[config.mk]
export PLATFORM = sky130hd
export DESIGN_NAME = wb_port_arbiter_flat
export DESIGN_NICKNAME = d
export VERILOG_FILES = /design/src/rtl/wb_port_arbiter_pkg.sv /design/src/rtl/wb_port_arbiter_if.sv /design/src/rtl/wb_fifo.sv /design/src/rtl/wb_port_arbiter.sv /design/src/flat_wrapper.sv
export SDC_FILE = /design/constraint.sdc
export NUM_CORES = 1
export LEC_CHECK = 0
export CAP_MARGIN = 10
export CORE_MARGIN = 2
export CORE_UTILIZATION = 55
export DETAILED_ROUTE_END_ITERATION = 16
export GPL_TIMING_DRIVEN = 0
export PLACE_DENSITY = 0.9
export SYNTH_ARGS = -nofsm -noshare
export SYNTH_HDL_FRONTEND = slang
export SYNTH_SLANG_ARGS = --single-unit
[constraint.sdc]
create_clock -name i_clock -period 3.7 [get_ports i_clock]
set_clock_uncertainty 0.15 [all_clocks]
set_input_delay 0.925 -clock i_clock [delete_from_list [all_inputs] [get_ports i_clock]]
set_output_delay 0.925 -clock i_clock [all_outputs]
set_load 0.03 [all_outputs]
[src/rtl/wb_port_arbiter_pkg.sv]
// Shared constants and the queued-write record for the write-back port arbiter.
package wb_port_arbiter_pkg;
    localparam int DW   = 8;
    localparam int RW   = 2;
    localparam int NREG = 1 << RW;

    localparam logic SRC_MEM = 1'b1;
    localparam logic SRC_AC  = 1'b0;

    // src only travels along for debug visibility on the rf side
    typedef struct packed {
        logic          src;
        logic [RW-1:0] rd;
        logic [DW-1:0] data;
    } wb_entry_t;
endpackage

[src/rtl/wb_port_arbiter_if.sv]
// Write-back request / register-file write bundle between the pipeline and the arbiter.
interface wb_port_arbiter_if #(parameter int DEPTH = 4);
    import wb_port_arbiter_pkg::*;
    localparam int CW = $clog2(DEPTH) + 1;

    logic            ac_we;
    logic [RW-1:0]   ac_rd;
    logic [DW-1:0]   ac_data;
    logic            mem_we;
    logic [RW-1:0]   mem_rd;
    logic [DW-1:0]   mem_data;

    logic            rf_we;
    logic [RW-1:0]   rf_rd;
    logic [DW-1:0]   rf_data;
    logic            rf_src;
    logic            stall;
    logic [NREG-1:0] pend;
    logic [CW-1:0]   fifo_cnt;
    logic            overflow;

    modport master (
        output ac_we, ac_rd, ac_data, mem_we, mem_rd, mem_data,
        input  rf_we, rf_rd, rf_data, rf_src, stall, pend, fifo_cnt, overflow
    );

    modport slave (
        input  ac_we, ac_rd, ac_data, mem_we, mem_rd, mem_data,
        output rf_we, rf_rd, rf_data, rf_src, stall, pend, fifo_cnt, overflow
    );
endinterface

[src/rtl/wb_fifo.sv]
// In-order queue of losing write-backs; two ordered push ports, one pop, entry rd fields exposed.
module wb_fifo
    import wb_port_arbiter_pkg::*;
#(
    parameter int DEPTH = 4,
    localparam int PW = (DEPTH > 1) ? $clog2(DEPTH) : 1,
    localparam int CW = $clog2(DEPTH) + 1
) (
    input  logic          i_clock,
    input  logic          i_reset,
    input  logic          i_push0,
    input  wb_entry_t     i_push0_entry,
    input  logic          i_push1,
    input  wb_entry_t     i_push1_entry,
    input  logic          i_pop,
    output wb_entry_t     o_head,
    output logic [CW-1:0] o_count,
    output logic [RW-1:0] o_entry_rd [DEPTH],
    output logic [DEPTH-1:0] o_valid
);
    wb_entry_t     r_mem [DEPTH];
    logic [PW-1:0] r_wr_ptr;
    logic [PW-1:0] r_rd_ptr;
    logic [CW-1:0] r_count;
    logic [PW-1:0] w_wr_ptr1;
    logic [PW-1:0] w_wr_ptr2;

    function automatic logic [PW-1:0] ptr_inc(input logic [PW-1:0] p);
        return (p == PW'(DEPTH - 1)) ? '0 : p + 1'b1;
    endfunction

    assign w_wr_ptr1 = ptr_inc(r_wr_ptr);
    assign w_wr_ptr2 = ptr_inc(w_wr_ptr1);

    // push1 is only ever used together with push0, so it lands one slot past the tail
    always_ff @(posedge i_clock) begin
        if (i_push0) r_mem[r_wr_ptr]  <= i_push0_entry;
        if (i_push1) r_mem[w_wr_ptr1] <= i_push1_entry;
    end

    always_ff @(posedge i_clock) begin
        if (i_reset) begin
            r_wr_ptr <= '0;
            r_rd_ptr <= '0;
            r_count  <= '0;
        end else begin
            if (i_push1)      r_wr_ptr <= w_wr_ptr2;
            else if (i_push0) r_wr_ptr <= w_wr_ptr1;
            if (i_pop)        r_rd_ptr <= ptr_inc(r_rd_ptr);
            r_count <= r_count + CW'(i_push0) + CW'(i_push1) - CW'(i_pop);
        end
    end

    always_comb begin
        o_valid = '0;
        for (int i = 0; i < DEPTH; i++) begin
            o_entry_rd[i] = r_mem[i].rd;
            o_valid[i] = (((i + DEPTH - int'(r_rd_ptr)) % DEPTH) < int'(r_count));
        end
    end

    assign o_head  = r_mem[r_rd_ptr];
    assign o_count = r_count;
endmodule

[src/rtl/wb_port_arbiter.sv]
// Single register-file write port shared by the memory-load and ALU write-back paths,
// with an in-order overflow queue, back-pressure and a per-register pending scoreboard.
module wb_port_arbiter
    import wb_port_arbiter_pkg::*;
#(
    parameter int DEPTH = 4
) (
    input logic               i_clock,
    input logic               i_reset,
    wb_port_arbiter_if.slave  bus
);
    localparam int CW = $clog2(DEPTH) + 1;

    wb_entry_t       w_head;
    logic [CW-1:0]   w_count;
    logic [RW-1:0]   w_entry_rd [DEPTH];
    logic [DEPTH-1:0] w_valid;

    logic            w_stall;
    logic            w_empty;
    logic            w_mem_acc;
    logic            w_ac_acc;
    wb_entry_t       w_mem_e;
    wb_entry_t       w_ac_e;

    logic            w_grant;
    wb_entry_t       w_grant_e;
    logic            w_pop;
    logic            w_push0;
    wb_entry_t       w_push0_e;
    logic            w_push1;
    wb_entry_t       w_push1_e;
    logic [NREG-1:0] w_pend;

    logic            r_rf_we;
    logic [RW-1:0]   r_rf_rd;
    logic [DW-1:0]   r_rf_data;
    logic            r_rf_src;
    logic            r_overflow;

    wb_fifo #(.DEPTH(DEPTH)) u_fifo (
        .i_clock       (i_clock),
        .i_reset       (i_reset),
        .i_push0       (w_push0),
        .i_push0_entry (w_push0_e),
        .i_push1       (w_push1),
        .i_push1_entry (w_push1_e),
        .i_pop         (w_pop),
        .o_head        (w_head),
        .o_count       (w_count),
        .o_entry_rd    (w_entry_rd),
        .o_valid       (w_valid)
    );

    assign w_empty   = (w_count == '0);
    assign w_stall   = (w_count >= CW'(DEPTH - 1));
    assign w_mem_acc = bus.mem_we & ~w_stall;
    assign w_ac_acc  = bus.ac_we  & ~w_stall;
    assign w_mem_e   = '{src: SRC_MEM, rd: bus.mem_rd, data: bus.mem_data};
    assign w_ac_e    = '{src: SRC_AC,  rd: bus.ac_rd,  data: bus.ac_data};

    // Oldest first: queue head, then mem, then ac; losers go to the tail in that order.
    always_comb begin
        w_grant   = 1'b0;
        w_grant_e = '0;
        w_pop     = 1'b0;
        w_push0   = 1'b0;
        w_push0_e = '0;
        w_push1   = 1'b0;
        w_push1_e = '0;
        if (!w_empty) begin
            w_grant   = 1'b1;
            w_grant_e = w_head;
            w_pop     = 1'b1;
            if (w_mem_acc) begin
                w_push0   = 1'b1;
                w_push0_e = w_mem_e;
                if (w_ac_acc) begin
                    w_push1   = 1'b1;
                    w_push1_e = w_ac_e;
                end
            end else if (w_ac_acc) begin
                w_push0   = 1'b1;
                w_push0_e = w_ac_e;
            end
        end else if (w_mem_acc) begin
            w_grant   = 1'b1;
            w_grant_e = w_mem_e;
            if (w_ac_acc) begin
                w_push0   = 1'b1;
                w_push0_e = w_ac_e;
            end
        end else if (w_ac_acc) begin
            w_grant   = 1'b1;
            w_grant_e = w_ac_e;
        end
    end

    always_ff @(posedge i_clock) begin
        if (i_reset) begin
            r_rf_we    <= 1'b0;
            r_rf_rd    <= '0;
            r_rf_data  <= '0;
            r_rf_src   <= 1'b0;
            r_overflow <= 1'b0;
        end else begin
            r_rf_we <= w_grant;
            if (w_grant) begin
                r_rf_rd   <= w_grant_e.rd;
                r_rf_data <= w_grant_e.data;
                r_rf_src  <= w_grant_e.src;
            end
            if (w_stall && (bus.mem_we || bus.ac_we)) r_overflow <= 1'b1;
        end
    end

    always_comb begin
        w_pend = '0;
        for (int i = 0; i < DEPTH; i++) begin
            if (w_valid[i]) w_pend[w_entry_rd[i]] = 1'b1;
        end
        if (r_rf_we) w_pend[r_rf_rd] = 1'b1;
    end

    assign bus.rf_we    = r_rf_we;
    assign bus.rf_rd    = r_rf_rd;
    assign bus.rf_data  = r_rf_data;
    assign bus.rf_src   = r_rf_src;
    assign bus.stall    = w_stall;
    assign bus.pend     = w_pend;
    assign bus.fifo_cnt = w_count;
    assign bus.overflow = r_overflow;
endmodule

[src/flat_wrapper.sv]
// flat-port wrapper written by rule: the top's interface ports become plain ports
module wb_port_arbiter_flat import wb_port_arbiter_pkg::*;
#(
    parameter int DEPTH = 4
)
  (i_clock, i_reset, bus_ac_we, bus_ac_rd, bus_ac_data, bus_mem_we, bus_mem_rd, bus_mem_data, bus_rf_we, bus_rf_rd, bus_rf_data, bus_rf_src, bus_stall, bus_pend, bus_fifo_cnt, bus_overflow);
  wb_port_arbiter_if #(.DEPTH(DEPTH)) bus_i ();
  input logic i_clock;
  input logic i_reset;
  input wire logic [$bits(bus_i.ac_we)-1:0] bus_ac_we;
  input wire logic [$bits(bus_i.ac_rd)-1:0] bus_ac_rd;
  input wire logic [$bits(bus_i.ac_data)-1:0] bus_ac_data;
  input wire logic [$bits(bus_i.mem_we)-1:0] bus_mem_we;
  input wire logic [$bits(bus_i.mem_rd)-1:0] bus_mem_rd;
  input wire logic [$bits(bus_i.mem_data)-1:0] bus_mem_data;
  output wire logic [$bits(bus_i.rf_we)-1:0] bus_rf_we;
  output wire logic [$bits(bus_i.rf_rd)-1:0] bus_rf_rd;
  output wire logic [$bits(bus_i.rf_data)-1:0] bus_rf_data;
  output wire logic [$bits(bus_i.rf_src)-1:0] bus_rf_src;
  output wire logic [$bits(bus_i.stall)-1:0] bus_stall;
  output wire logic [$bits(bus_i.pend)-1:0] bus_pend;
  output wire logic [$bits(bus_i.fifo_cnt)-1:0] bus_fifo_cnt;
  output wire logic [$bits(bus_i.overflow)-1:0] bus_overflow;
  assign bus_i.ac_we = bus_ac_we;
  assign bus_i.ac_rd = bus_ac_rd;
  assign bus_i.ac_data = bus_ac_data;
  assign bus_i.mem_we = bus_mem_we;
  assign bus_i.mem_rd = bus_mem_rd;
  assign bus_i.mem_data = bus_mem_data;
  assign bus_rf_we = bus_i.rf_we;
  assign bus_rf_rd = bus_i.rf_rd;
  assign bus_rf_data = bus_i.rf_data;
  assign bus_rf_src = bus_i.rf_src;
  assign bus_stall = bus_i.stall;
  assign bus_pend = bus_i.pend;
  assign bus_fifo_cnt = bus_i.fifo_cnt;
  assign bus_overflow = bus_i.overflow;
  wb_port_arbiter #(.DEPTH(DEPTH)) u_core (.i_clock(i_clock), .i_reset(i_reset), .bus(bus_i));
endmodule
==> Yosys cells after proc, flatten, opt, wreduce, memory -nomap -nowiden <==
Memory sizes are Yosys's and may differ from the RTL's. A register that Yosys moved wholly into a read port is not among the register bits.
Cells that the tools add are included.
{ "word_totals": {"elab_cells": 100, "memories": 1, "output_inout_bits": 21, "ramBits": 44, "ff_bits": 20} }
{ "memory_table": {"columns": ["name", "depth", "word_bits", "read_ports", "rd_clocked_by_memory_dff", "wr", "line", "text"], "rows": [
  ["u_core.u_fifo.r_mem", 4, 11, 5, 1, 2, "wb_fifo.sv:21", "wb_entry_t r_mem [DEPTH];"]
]} }
{ "op_classes": {"n_bitwise": 11, "mux": 39, "reduce_logical": 13, "n_eq_ne": 3, "n_lt_le_gt_ge": 15, "addsub": 10} }
{ "op_table": {"columns": ["cell", "count"], "rows": [
  ["$mux W11", 5],
  ["$mux W4", 5],
  ["$lt A3 B4 Y1", 4],
  ["$mux W1", 16],
  ["$or A4 B4 Y4", 4],
  ["$sub A3 B2 Y4 const A", 4],
  ["$lt A2 B3 Y1 const B", 5],
  ["$mux W2", 7],
  ["$demux W1 S2", 5],
  ["$ge A2 B1 Y1 const B", 5],
  ["$mux W10", 1],
  ["$reduce_or A2 Y1", 4],
  ["$add A2 B1 Y2 const B", 3],
  ["$add A3 B1 Y3", 2],
  ["$and A1 B1 Y1", 6],
  ["$eq A2 B2 Y1 const B", 3],
  ["$logic_and A1 B1 Y1", 6],
  ["$ge A3 B2 Y1 const B", 1],
  ["$logic_not A3 Y1", 1],
  ["$sub A3 B1 Y3", 1],
  ["$reduce_bool A2 Y1", 1],
  ["$logic_or A1 B1 Y1", 1],
  ["$not A1 Y1", 1]
]} }

==> Logic depth before layout (Yosys ltp) <==
Gate-level depths: netlist of run 1.
An unclocked memory read counts as a cell.
{ "logic_depth": {"ltp_word": 14, "depth_mapped": 11, "depth_no_buf": 10} }

==> Hierarchy <==
From an unflattened synthesis of run 1, not the netlist that was laid out.
{ "hier_totals": {"cells_unflattened": 331, "area_unflattened_um2": 3870.0} }
{ "by_module_without_submodules": {"columns": ["module", "area_per_inst_um2", "cells_each", "instances"], "rows": [
  ["wb_fifo", 2756.4, 182, 1],
  ["wb_port_arbiter", 1113.6, 149, 1]
]} }

==> Worst setup path after synthesis of run 1 <==
No wires, ideal clock.
{ "synth_path": {"path_type": "register to register", "from": "register u_core.u_fifo.r_count[2] (netlist: u_core.u_fifo.o_count[2])", "to": "register u_core.u_fifo.r_count[2] (netlist: u_core.u_fifo.o_count[2])", "path_buffers": 1, "path_stages_with_launch": 12, "t_required_ns": 3.422, "slack_ns": 0.242, "t_arrival_ns": 3.181, "setup_ns": 0.128, "cell_sequence": "dfxtp_1 -> inv_1 -> clkbuf_1 -> ha_1 -> o21ai_1 -> nand2_1 -> o21ai_0 -> inv_1 -> fa_1 -> fa_1 -> xnor2_1 -> nor2_1"} }
{ "synth_via": {"elab_chain_cells": 9, "elab_cells_between_ends": 14, "classes_between": "add/sub (3); order compare (1); mux (6); bitwise (3); reduce/logical (1)"} }
{ "synth_rtl": {"columns": ["element", "line", "text"], "rows": [
  ["from (decl)", "wb_fifo.sv:24", "logic [CW-1:0] r_count;"],
  ["from (signal assigned)", "wb_fifo.sv:50", "r_count <= r_count + CW'(i_push0) + CW'(i_push1) - CW'(i_pop);"],
  ["$ge A3 B2 Y1 *", "wb_port_arbiter.sv:56", "assign w_stall = (w_count >= CW'(DEPTH - 1));"],
  ["net bus_stall", "flat_wrapper.sv:20", "output wire logic [$bits(bus_i.stall)-1:0] bus_stall;"],
  ["$not A1 Y1 *", "wb_port_arbiter.sv:57, wb_port_arbiter.sv:58", null],
  ["$and A1 B1 Y1", "wb_port_arbiter.sv:58", "assign w_ac_acc = bus.ac_we & ~w_stall;"],
  ["$mux W1", "wb_port_arbiter.sv:78, wb_port_arbiter.sv:82, wb_port_arbiter.sv:89", null],
  ["$mux W1, on equally long branches", "wb_port_arbiter.sv:75, wb_port_arbiter.sv:86", null],
  ["$mux W1", "wb_port_arbiter.sv:71", "if (!w_empty) begin"],
  ["$add A3 B1 Y3", "wb_fifo.sv:50", null],
  ["$add A3 B1 Y3 *", "wb_fifo.sv:50", null],
  ["$sub A3 B1 Y3 *", "wb_fifo.sv:50", null]
]} }
Mark *: on every way through the listed nets, which the timed path passes. The rest lies on a longest branch.
A chain may end at the register's enable or synchronous reset.

==> Worst setup path after layout of run 1 <==
{ "layout_path": {"from": "register u_core.u_fifo.r_count[1] (netlist: u_core.u_fifo.o_count[1])", "to": "output bus_pend[1]"} }
{ "layout_via": {"elab_chain_cells": 10, "elab_cells_between_ends": 13, "classes_between": "order compare (4); mux (5); bitwise (4)"} }
{ "layout_rtl": {"columns": ["element", "line", "text"], "rows": [
  ["$lt A3 B4 Y1", "wb_fifo.sv:58", "o_valid[i] = (((i + DEPTH - int'(r_rd_ptr)) % DEPTH) < int'(r_count));"],
  ["$mux W4", "wb_port_arbiter.sv:120", "if (w_valid[i]) w_pend[w_entry_rd[i]] = 1'b1;"],
  ["$or A4 B4 Y4 (no line)", null, null],
  ["$mux W4", "wb_port_arbiter.sv:120", null],
  ["$or A4 B4 Y4 (no line)", null, null],
  ["$mux W4", "wb_port_arbiter.sv:120", null],
  ["$or A4 B4 Y4 (no line)", null, null],
  ["$mux W4 *", "wb_port_arbiter.sv:120", null],
  ["$or A4 B4 Y4 (no line)", null, null],
  ["$mux W4 *", "wb_port_arbiter.sv:122", "if (r_rf_we) w_pend[r_rf_rd] = 1'b1;"],
  ["to (decl)", "flat_wrapper.sv:21", "output wire logic [$bits(bus_i.pend)-1:0] bus_pend;"]
]} }
Every way passes the cells marked *; elsewhere a longest branch is shown, timed or not.

==> impl_metrics.yaml, run 1 <==
sta:
  post-route-min-period_ps: 3550
  slew_violations: 0
  actual_slew_at_the_worst_max_slew_pin_ps: 739
  relSlewSlack_pct: 50.8
  max_clock_freq_mhz: 282
  layout_worst_path_cycle_share_pct: 95.9
  finalSetupViolations: 0
  grt_setup_unrepaired: "false"
  hold_violations: 0
  whs_ps: 324
clock_network:
  cts.path.max_buffers: 2
  clock_latency_ps: 360
  cts_inserted_buffers: 9
  cts-htree-levels: 3
  cts.clk_slew.worst_paths_ps: 80
  cts_hold_repair.buffers: 0
  clock-sinks: 66
  tritoncts: "built"
  cts.repair_timing.setup_buffer_count: 0
  ctsRootBufferMaster: "clkbuf_8"
worst_hold_path:
  hold_path.class: "reg -> reg"
  hold_path_startpoint: "u_core.bus.overflow$_SDFFE_PP0P_"
floorplan:
  pin_count: 45
  die_h_um: 87.4
  die_area_um2: 7630
  initial_core_util_pct: 56.6
  floorplan.rows: 30
  floorplan.die.width_um: 87.4
  coreArea_um2: 6760
power_and_ir_drop:
  cellPowerDensity_nw_per_um2: 846
  ir_drop_uv: 425
  static-leakage-power_nw: 1.67
place:
  finalWeightedCongestion: 0.890
  io_buffers: 43
  detailed_place.area_um2: 4350
  dp_hpwl_mm: 7.30
  place_inst: 482
final_layout:
  finalInstanceArea_um2: 4560
  net_count_reported_at_finish: 448
  antenna_cells_inserted: 0
  instances_no_fill: 497
  syn_to_final_growth_pct: 19.2
  ff_latch_area_um2: 1720
  final_layout_size_suffix_gt1_share_pct: 12.5
  fill_cell_total_of_the_finished_layout: 484
  multiInputGateArea_um2: 1940
synth:
  post-synth-top-count-cell: "nand2_1"
  synth.top_cell.area_share_pct: 31.4
  syn_inst: 359
  yosysSeqAreaShare_pct: 45.1
  ys.warnings.count: 0
  ys.flop_type: "edfxtp_1"
  avgSynthCellArea_um2: 10.6
  synth_enable_flop_cells: 40
  synth_top_cells_by_count: "nand2_1, edfxtp_1, a22o_1"
  ys_types: 51
  yosysTopAreaCell: "edfxtp_1"
  flip_flop_and_latch_count_after_synthesis: 66
  synth.top_cells.by_area: "edfxtp_1, dfxtp_1, a22o_1, mux4_2, nand2_1"
  async_reset_ff_share_pct: 0
  syn-num-nets: 395
  mappedNetlistArea_um2: 3820
global_routing:
  grt_remaining_overflow: 0
  number_of_antenna_violations_at_the_first_check_in_global_routing: 0
  grtUsageTotal_pct: 28.6
  grt_first_pass_wirelength_mm: 16.3
  first_global_vias: 3215
  grt_start_max_net_pins: 14
setup_path:
  slowest_delay_ps: 410
  cp.arrival_ps: 2470
  crit_path_top_delay_cell: "dfxtp_1"
  critPathTopFamily: "buffers and inverters"
  setup.worst_path.start_class: "register"
  critical_path.cell_chain: "buf_6 > inv_1 > ha_1 > a21oi_1 > o21ai_1 > a32oi_1 > nand4_1 > dlygate4sd2_1"
  worst_setup_path_end_kind: "output port"
  worst-path-buf-inv: 3
  worstSetupStartpoint: "u_core.u_fifo.o_count[1]$_SDFF_PP0_"
  worstReg2RegStart: "u_core.u_fifo.o_count[2]$_SDFF_PP0_"
  crit_path_max_fanout: 10
  timing.setup.critical_path_class: "reg -> out"
  critPathRequiredTime_ps: 2620
drt:
  drc_violations: 0
  drt-pass1-iter-count: 5
  routed-via-count: 3406
  route.antenna.remaining_nets: 0
  first_iter_violations: 333
  detail_route.wl_per_cell_um: 21.2
  postRouteWirelength_mm: 10.5
  drt_via_density: 6.85
run:
  drv_cap: 0
status:
  outcome: "finished, final reports clean"
registers in the layout, indices dropped and copies added, names as in the netlist, named ones only:
name and cells:
u_core.u_fifo.r_mem 44, u_core.bus.rf_data 8, u_core.u_fifo.o_count 3, u_core.bus.rf_rd 2, u_core.u_fifo.r_rd_ptr 2, u_core.u_fifo.r_wr_ptr 2, u_core.bus.overflow 1, u_core.bus.rf_src 1
u_core.bus.rf_we 1
logic make-up (layout without fill, tap and decap cells):
group	Yosys count	in the layout	share of synthesized area (%)
DFF	66	66	45.1
AOI/OAI and AO/OA	117	117	21.9
buffers and inverters	35	93	4.58
xor gates and xnor gates	3	3	0.688
adders and majority gates	12	12	4.32
and+or+nand+nor	106	106	14.6
muxes	20	20	8.84
worst register-to-register path: cells and delay by family, from the launching register on:
family	cells	cell delay (ps)
buffers and inverters	2	330
AOI/OAI and AO/OA	2	590
DFF	1	450
and+or+nand+nor	2	160
adders and majority gates	3	1130
xor gates and xnor gates	1	150
timing repair:
item	CTS	global route
setup endpoints to repair	5	1
resized for setup	7	2
pin swaps	0	0
final timing paths:
| check | cells past startpoint | to | slack [ps] |
|---|---|---|---|
| hold reg to reg | 2 | u_core.bus.overflow$_SDFFE_PP0P_ | 320 |
| setup / recovery | 8 | bus_pend[1] | 150 |
| setup reg to reg | 10 | u_core.u_fifo.o_count[2]$_SDFF_PP0_ | 600 |
| hold / removal | 2 | u_core.bus.overflow$_SDFFE_PP0P_ | 320 |
area by class of cell:
class / count / share of cell area (%)
clock buffer: 9 / 2.72
tap: 80 / 2.20
multi-input combinational: 258 / 42.5
buffer: 23 / 2.86
clock inverter: 7 / 1.65
timing repair buffer: 43 / 9.37
inverter: 11 / 0.906
sequential: 66 / 37.8
metrics by stage:
step	setup slack (ps)	setup TNS, ps	total power [mW]	utilization (%)
floorplan	242	0	2.56	-
global placement	-59.2	-92.7	3.14	64.4
detailed placement	-70.2	-110	3.22	64.4
CTS	52.6	0	3.81	67.4
global route	19.7	0	4.08	67.4
finish	151	0	3.86	67.4
cells in the final DEF, fill, tap and decap left out, types with 3 or more instances in the layout:
| cell | n |
|---|---|
| a311oi_1 | 4 |
| inv_6 | 3 |
| buf_2 | 5 |
| buf_6 | 4 |
| nand2b_1 | 3 |
| nor2_1 | 13 |
| a22o_1 | 32 |
| nor2b_1 | 10 |
| nand2_1 | 47 |
| edfxtp_1 | 40 |
| and4_1 | 5 |
| clkdlybuf4s50_1 | 39 |
| clkbuf_1 | 10 |
| ha_1 | 10 |
| o211ai_1 | 9 |
| o21ai_0 | 26 |
| clkbuf_8 | 9 |
| nand4_1 | 4 |
| a21oi_1 | 19 |
| nand3_1 | 4 |
| nor3_1 | 3 |
| mux2i_1 | 9 |
| xnor2_1 | 3 |
| nand4b_1 | 4 |
| inv_1 | 11 |
| a31o_2 | 4 |
| dlygate4sd2_1 | 3 |
| a32oi_1 | 7 |
| mux4_2 | 11 |
| dfxtp_1 | 25 |
where the power goes:
group / leakage [nW] / switching (mW) / total, mW / internal [mW]
logic: 1.00 / 1.21 / 2.03 / 0.813
clock network: 0.104 / 0.308 / 0.624 / 0.317
registers: 0.566 / 0.160 / 1.21 / 1.05
routing by layer:
| layer | wire length [µm] | global-route usage, % | vias to the layer above |
|---|---|---|---|
| li1 | - | - | 1502 |
| met1 | 4050 | 36.6 | 1627 |
| met2 | 5190 | 46.8 | 237 |
| met3 | 1020 | 7.49 | 40 |
| met4 | 267 | 10.2 | 0 |
| met5 | 0 | 0 | - |
No activity file was read; power rests on OpenSTA's default activity.
==> inputs of run 2 (changes only) <==
--- a/config.mk
+++ b/config.mk
@@ -6,11 +6,11 @@
 export NUM_CORES = 1
 export LEC_CHECK = 0
 export CAP_MARGIN = 10
-export CORE_MARGIN = 2
-export CORE_UTILIZATION = 55
+export CORE_MARGIN = 3
+export CORE_UTILIZATION = 45
 export DETAILED_ROUTE_END_ITERATION = 16
 export GPL_TIMING_DRIVEN = 0
-export PLACE_DENSITY = 0.9
+export PLACE_DENSITY = 0.77
 export SYNTH_ARGS = -nofsm -noshare
 export SYNTH_HDL_FRONTEND = slang
 export SYNTH_SLANG_ARGS = --single-unit
==> run 2 against run 1 <==
Effect of this change:
- count of clock-buffer cells in the layout is the same
- largest power group unchanged
- largest cell class unchanged
- sequential share of layout area shrank 0.11 points
- total power shrank 2.2%
- via count shrank 2.0%
- maximum frequency grew 0.68%
==> impl_metrics.yaml, run 2 (same netlist as run 1, synthesis figures left out) <==
status:
  outcome: "finished, final reports clean"
floorplan:
  coreArea_um2: 7970
  die_area_um2: 9630
  die_h_um: 98.2
  pin_count: 45
  initial_core_util_pct: 48.0
  floorplan.rows: 32
  floorplan.die.width_um: 98.2
final_layout:
  number_of_flip_flops_in_the_largest_register: 44
  instances_no_fill: 520
  layout.cells.most_common: "nand2_1"
  largest-register: "u_core.u_fifo.r_mem"
  net_count_reported_at_finish: 449
  most-common-layout-cells: "nand2_1, edfxtp_1, clkdlybuf4s50_1"
  layout.core_utilization_pct: 57.3
  syn_to_final_growth_pct: 19.6
  final_layout_size_suffix_gt1_share_pct: 12.9
  fill_cell_total_of_the_finished_layout: 660
  antenna_cells_inserted: 0
setup_path:
  regToRegEndpoint: "u_core.u_fifo.o_count[2]$_SDFF_PP0_"
  critPathRequiredTime_ps: 2620
  worst-r2r-setup-slack_ps: 540
  crit_path_max_fanout: 10
  worstReg2RegStart: "u_core.u_fifo.o_count[2]$_SDFF_PP0_"
  timing.reg2reg.worst_path_depth: 11
  worst_setup_path_end_kind: "output port"
  setup.worst_path.start_class: "register"
  timing.setup.critical_path_class: "reg -> out"
  cp.arrival_ps: 2450
sta:
  relSlewSlack_pct: 49.0
  max_clock_freq_mhz: 284
  post-route-min-period_ps: 3530
  slew_violations: 0
  grt_setup_unrepaired: "false"
  finalSetupViolations: 0
  actual_slew_at_the_worst_max_slew_pin_ps: 764
  layout_worst_path_cycle_share_pct: 95.3
  worst_slack_ps: 175
  hold_violations: 0
global_routing:
  grt_start_max_net_pins: 13
  grt_first_pass_wirelength_mm: 17.0
  grtUsageTotal_pct: 22.3
  grt_remaining_overflow: 0
  number_of_antenna_violations_at_the_first_check_in_global_routing: 0
  first_global_vias: 3165
drt:
  met3WireLength_mm: 1.02
  drc_violations: 0
  postRouteWirelength_mm: 10.7
  routed-via-count: 3337
  route.antenna.remaining_nets: 0
  topRoutingLayerUsed: "met4"
  first_iter_violations: 395
  detail_route.wl_per_cell_um: 20.6
  drt-pass1-iter-count: 5
  drt_via_density: 6.42
  route.layer.met1.wl_mm: 4.19
  routed_length_on_met2_mm: 5.29
power_and_ir_drop:
  share_clk_of_total_power_pct: 14.2
  sw_share_pct: 43.9
  design_power_total_mw: 3.77
  cellPowerDensity_nw_per_um2: 825
  sequentialPowerShare_pct: 32.0
  power.net_switching_mw: 1.66
  ir_drop_uv: 295
  power.internal_mw: 2.11
  share_comb_of_total_power_pct: 53.9
  static-leakage-power_nw: 1.68
place:
  dp_hpwl_mm: 7.48
  place_inst: 504
  io_buffers: 43
  pre_cts_slack_ps: -63.8
  finalWeightedCongestion: 0.867
clock_network:
  cts-htree-levels: 3
  clock_latency_ps: 340
  cts_hold_repair.buffers: 0
  cts_inserted_buffers: 9
  ctsRootBufferMaster: "clkbuf_8"
  cts.clk_slew.worst_paths_ps: 70
  tritoncts: "built"
  cts.repair_timing.setup_buffer_count: 0
  cts.path.max_buffers: 2
  clock-sinks: 66
worst_hold_path:
  hold_path_startpoint: "u_core.bus.overflow$_SDFFE_PP0P_"
  worst_hold_path_ep: "u_core.bus.overflow$_SDFFE_PP0P_"
  hold_path.class: "reg -> reg"
  hold_path_depth: 2
run:
  drv_cap: 0
==> run 2: cell count changes in the layout (fill, tap and decap cells not counted), moves of 2 or more <==
| cell | previous run | this run |
|---|---|---|
| inv_6 | 3 | 0 |
| dlymetal6s2s_1 | 0 | 2 |
| clkinv_2 | 2 | 4 |
| clkinv_4 | 1 | 3 |
==> run 2: worst max-delay path, stage by stage (launching register included) <==
cell	delay, ps
dfxtp_1	390
buf_6	180
inv_1	140
ha_1	240
nor2b_1	130
a311oi_1	360
a22oi_1	150
nand4_1	120
dlygate4sd2_1	400
==> run 2: how the worst max path moves through the flow <==
stage	slack, ps	startpoint	endpoint	depth (start not counted)
floorplan	240	u_core.u_fifo.o_count[2]$_SDFF_PP0_	u_core.u_fifo.o_count[2]$_SDFF_PP0_	11
global placement	-60	bus_ac_we	u_core.u_fifo.o_count[2]$_SDFF_PP0_	9
detailed placement	-60	bus_ac_we	u_core.u_fifo.o_count[2]$_SDFF_PP0_	9
CTS	6	u_core.u_fifo.o_count[1]$_SDFF_PP0_	bus_pend[3]	8
global route	30	u_core.u_fifo.o_count[2]$_SDFF_PP0_	bus_stall	6
finish	170	u_core.u_fifo.o_count[1]$_SDFF_PP0_	bus_pend[0]	8
==> run 2: cell type report <==
class	instances	area, µm²	share of cell area, %
Multi-Input combinational cell	258	1940	42.4
Sequential cell	66	1720	37.7
Tap cell	102	128	2.79
Buffer	24	135	2.96
Timing Repair Buffer	43	433	9.47
Inverter	11	41.3	0.904
Clock inverter	7	46.3	1.01
Clock buffer	9	124	2.71
==> run 2: per-stage QoR <==
| step | TNS [ps] | hold WS (ps) | instance area [µm²] |
|---|---|---|---|
| floorplan | 0 | 298 | 3820 |
| global placement | -108 | 305 | 4380 |
| detailed placement | -118 | 325 | 4380 |
| CTS | 0 | 344 | 4550 |
| global route | 0 | 369 | 4570 |
| finish | 0 | 341 | 4570 |
==> run 2: power by group through the flow <==
stage / Clock (mW) / Sequential (mW) / Combinational (mW)
CTS: 0.536 / 1.20 / 2.00
global route: 0.566 / 1.23 / 2.21
finish: 0.535 / 1.21 / 2.03
floorplan: 0 / 1.31 / 1.25
global placement: 0 / 1.21 / 1.96
detailed placement: 0 / 1.22 / 2.01
==> run 2: metal layers <==
layer | GRT usage (%) | up-vias
met5 | 0 | -
met4 | 9.03 | 0
met3 | 5.00 | 27
met2 | 34.6 | 201
met1 | 30.5 | 1604
li1 | - | 1505
==> run 2: timing repair <==
item	4_1_cts	5_1_grt
resized for setup	5	6
pin swaps	0	0
endpoints found under the setup margin	5	3
==> inputs of run 3 (changes only) <==
--- a/config.mk
+++ b/config.mk
@@ -10,7 +10,7 @@
 export CORE_UTILIZATION = 45
 export DETAILED_ROUTE_END_ITERATION = 16
 export GPL_TIMING_DRIVEN = 0
-export PLACE_DENSITY = 0.77
+export PLACE_DENSITY = 0.66
 export SYNTH_ARGS = -nofsm -noshare
 export SYNTH_HDL_FRONTEND = slang
 export SYNTH_SLANG_ARGS = --single-unit
==> run 3 against run 2 <==
Effect of this change:
- utilization increased by 0.47 points
- total power increased by 4.2%
- routed wire length increased by 3.9%
- sequential power about the same
- sequential share of layout area decreased by 0.31 points
- hold slack got worse by 12 ps
- via count decreased by 1.3%
- critical endpoint unchanged
- first-iteration DRC count decreased by 37%
- cell count decreased by 0.19%
- global-route usage increased by 1.3 points
- highest routed layer unchanged
==> impl_metrics.yaml, run 3 (same netlist as run 1, synthesis figures left out) <==
status:
  outcome: "finished, final reports clean"
setup_path:
  cp.arrival_ps: 2520
  crit_path_max_fanout: 10
  crit_path_top_delay_cell: "dfxtp_1"
  worstSetupStartpoint: "u_core.u_fifo.o_count[1]$_SDFF_PP0_"
  worstReg2RegStart: "u_core.u_fifo.o_count[2]$_SDFF_PP0_"
  critical_path.cell_chain: "buf_6 > inv_1 > ha_1 > nor2b_1 > a311oi_1 > a22oi_1 > nand4_1 > clkdlybuf4s15_1"
  slowest_delay_ps: 430
  setup.worst_path.start_class: "register"
  critPathRequiredTime_ps: 2620
  worst_setup_path_end_kind: "output port"
  timing.setup.critical_path_class: "reg -> out"
final_layout:
  antenna_cells_inserted: 0
  layout.cells.most_common: "nand2_1"
  most-common-layout-cells: "nand2_1, edfxtp_1, clkdlybuf4s50_1"
  net_count_reported_at_finish: 448
  syn_to_final_growth_pct: 20.6
  final_layout_size_suffix_gt1_share_pct: 12.5
  finalInstanceArea_um2: 4610
  number_of_flip_flops_in_the_largest_register: 44
  largest-register: "u_core.u_fifo.r_mem"
sta:
  hold_violations: 0
  grt_setup_unrepaired: "false"
  tns_ps: 0
  max_clock_freq_mhz: 278
  slew_violations: 0
  post-route-min-period_ps: 3600
  actual_slew_at_the_worst_max_slew_pin_ps: 801
  relSlewSlack_pct: 46.6
  layout_worst_path_cycle_share_pct: 97.2
  finalSetupViolations: 0
power_and_ir_drop:
  power.net_switching_mw: 1.69
  ir_drop_uv: 351
  cellPowerDensity_nw_per_um2: 853
  share_clk_of_total_power_pct: 17.5
  sw_share_pct: 42.9
  power.internal_mw: 2.24
  share_comb_of_total_power_pct: 51.6
  sequentialPowerShare_pct: 30.8
  static-leakage-power_nw: 1.67
global_routing:
  grt_remaining_overflow: 0
  grt_start_max_net_pins: 13
  number_of_antenna_violations_at_the_first_check_in_global_routing: 0
  grt_first_pass_wirelength_mm: 17.7
  grtUsageTotal_pct: 23.6
  first_global_vias: 3217
floorplan:
  floorplan.rows: 32
  initial_core_util_pct: 48.0
  die_area_um2: 9630
  floorplan.die.width_um: 98.2
  die_h_um: 98.2
  coreArea_um2: 7970
  pin_count: 45
place:
  detailed_place.area_um2: 4380
  io_buffers: 43
  finalWeightedCongestion: 0.890
  dp_hpwl_mm: 7.64
clock_network:
  cts.clk_slew.worst_paths_ps: 80
  clock_latency_ps: 350
  cts_inserted_buffers: 9
  clock-sinks: 66
  ctsRootBufferMaster: "clkbuf_8"
  tritoncts: "built"
  cts-htree-levels: 3
  cts.path.max_buffers: 2
  cts.repair_timing.setup_buffer_count: 0
worst_hold_path:
  hold_path.class: "reg -> reg"
  hold_path_startpoint: "u_core.bus.overflow$_SDFFE_PP0P_"
run:
  drv_cap: 0
drt:
  first_iter_violations: 247
  drt_via_density: 6.34
  route.antenna.remaining_nets: 0
  drc_violations: 0
  postRouteWirelength_mm: 11.1
  routed-via-count: 3292
  detail_route.wl_per_cell_um: 21.4
  drt-pass1-iter-count: 5
[run 3: final timing paths]
kind / end / slack, ps / cells past startpoint
worst max-delay path: bus_pend[0] / 100 / 8
worst min register to register: u_core.bus.overflow$_SDFFE_PP0P_ / 330 / 2
worst max register to register: u_core.u_fifo.o_count[2]$_SDFF_PP0_ / 530 / 10
worst min-delay path: u_core.bus.overflow$_SDFFE_PP0P_ / 330 / 2
[run 3: power groups by stage]
stage                     clock (mW)  combinational, mW  sequential [mW]
after global placement             0               1.98             1.21
after CTS                      0.692               2.01             1.21
after detailed placement           0               2.02             1.23
after global routing           0.727               2.20             1.24
final                          0.688               2.03             1.21
after floorplan                    0               1.25             1.31
[run 3: worst max-delay path: cells and delay by family (launching register included)]
kind | cells | cell delay [ps]
flops | 1 | 430
buf+inv | 3 | 690
simple gates | 2 | 250
compound gates | 2 | 570
fa+ha+maj | 1 | 240
[run 3: routing by layer]
layer  track usage [%]  part of all wire, %  vias up
li1                  -                    -     1500
met5                 0                    0        -
met4              7.25                  1.9        0
met3              4.71                  8.5       21
met1              33.0                   43     1595
met2              37.4                   47      176
[run 3: what timing repair did]
item | CTS | global route
pin swaps | 0 | 0
endpoints found under the hold margin | 0 | 0
setup endpoints to repair | 5 | 3
resized for setup | 8 | 2
hold buffers | 0 | 0
[run 3: cell type report]
| type | count | area [µm²] |
|---|---|---|
| buffer | 23 | 130 |
| clock buffer | 10 | 128 |
| clock inverter | 6 | 88.8 |
| fill | 685 | 3360 |
| inverter | 11 | 41.3 |
| multi-input combinational | 258 | 1940 |
| sequential | 66 | 1720 |
| tap | 102 | 128 |
| timing repair buffer | 43 | 427 |
[run 3: through the flow]
| step | power (mW) | setup WS (ps) | hold slack (ps) | utilization, % | cells |
|---|---|---|---|---|---|
| final | 3.93 | 102 | 329 | 57.8 | 519 |
| after global routing | 4.17 | 22.5 | 371 | 57.8 | 519 |
| after CTS | 3.91 | 27.4 | 336 | 57.8 | 520 |
| after detailed placement | 3.25 | -130 | 320 | 55.0 | 504 |
| after global placement | 3.20 | -156 | 301 | 55.0 | 504 |
| after floorplan | 2.56 | 242 | 298 | - | 359 |
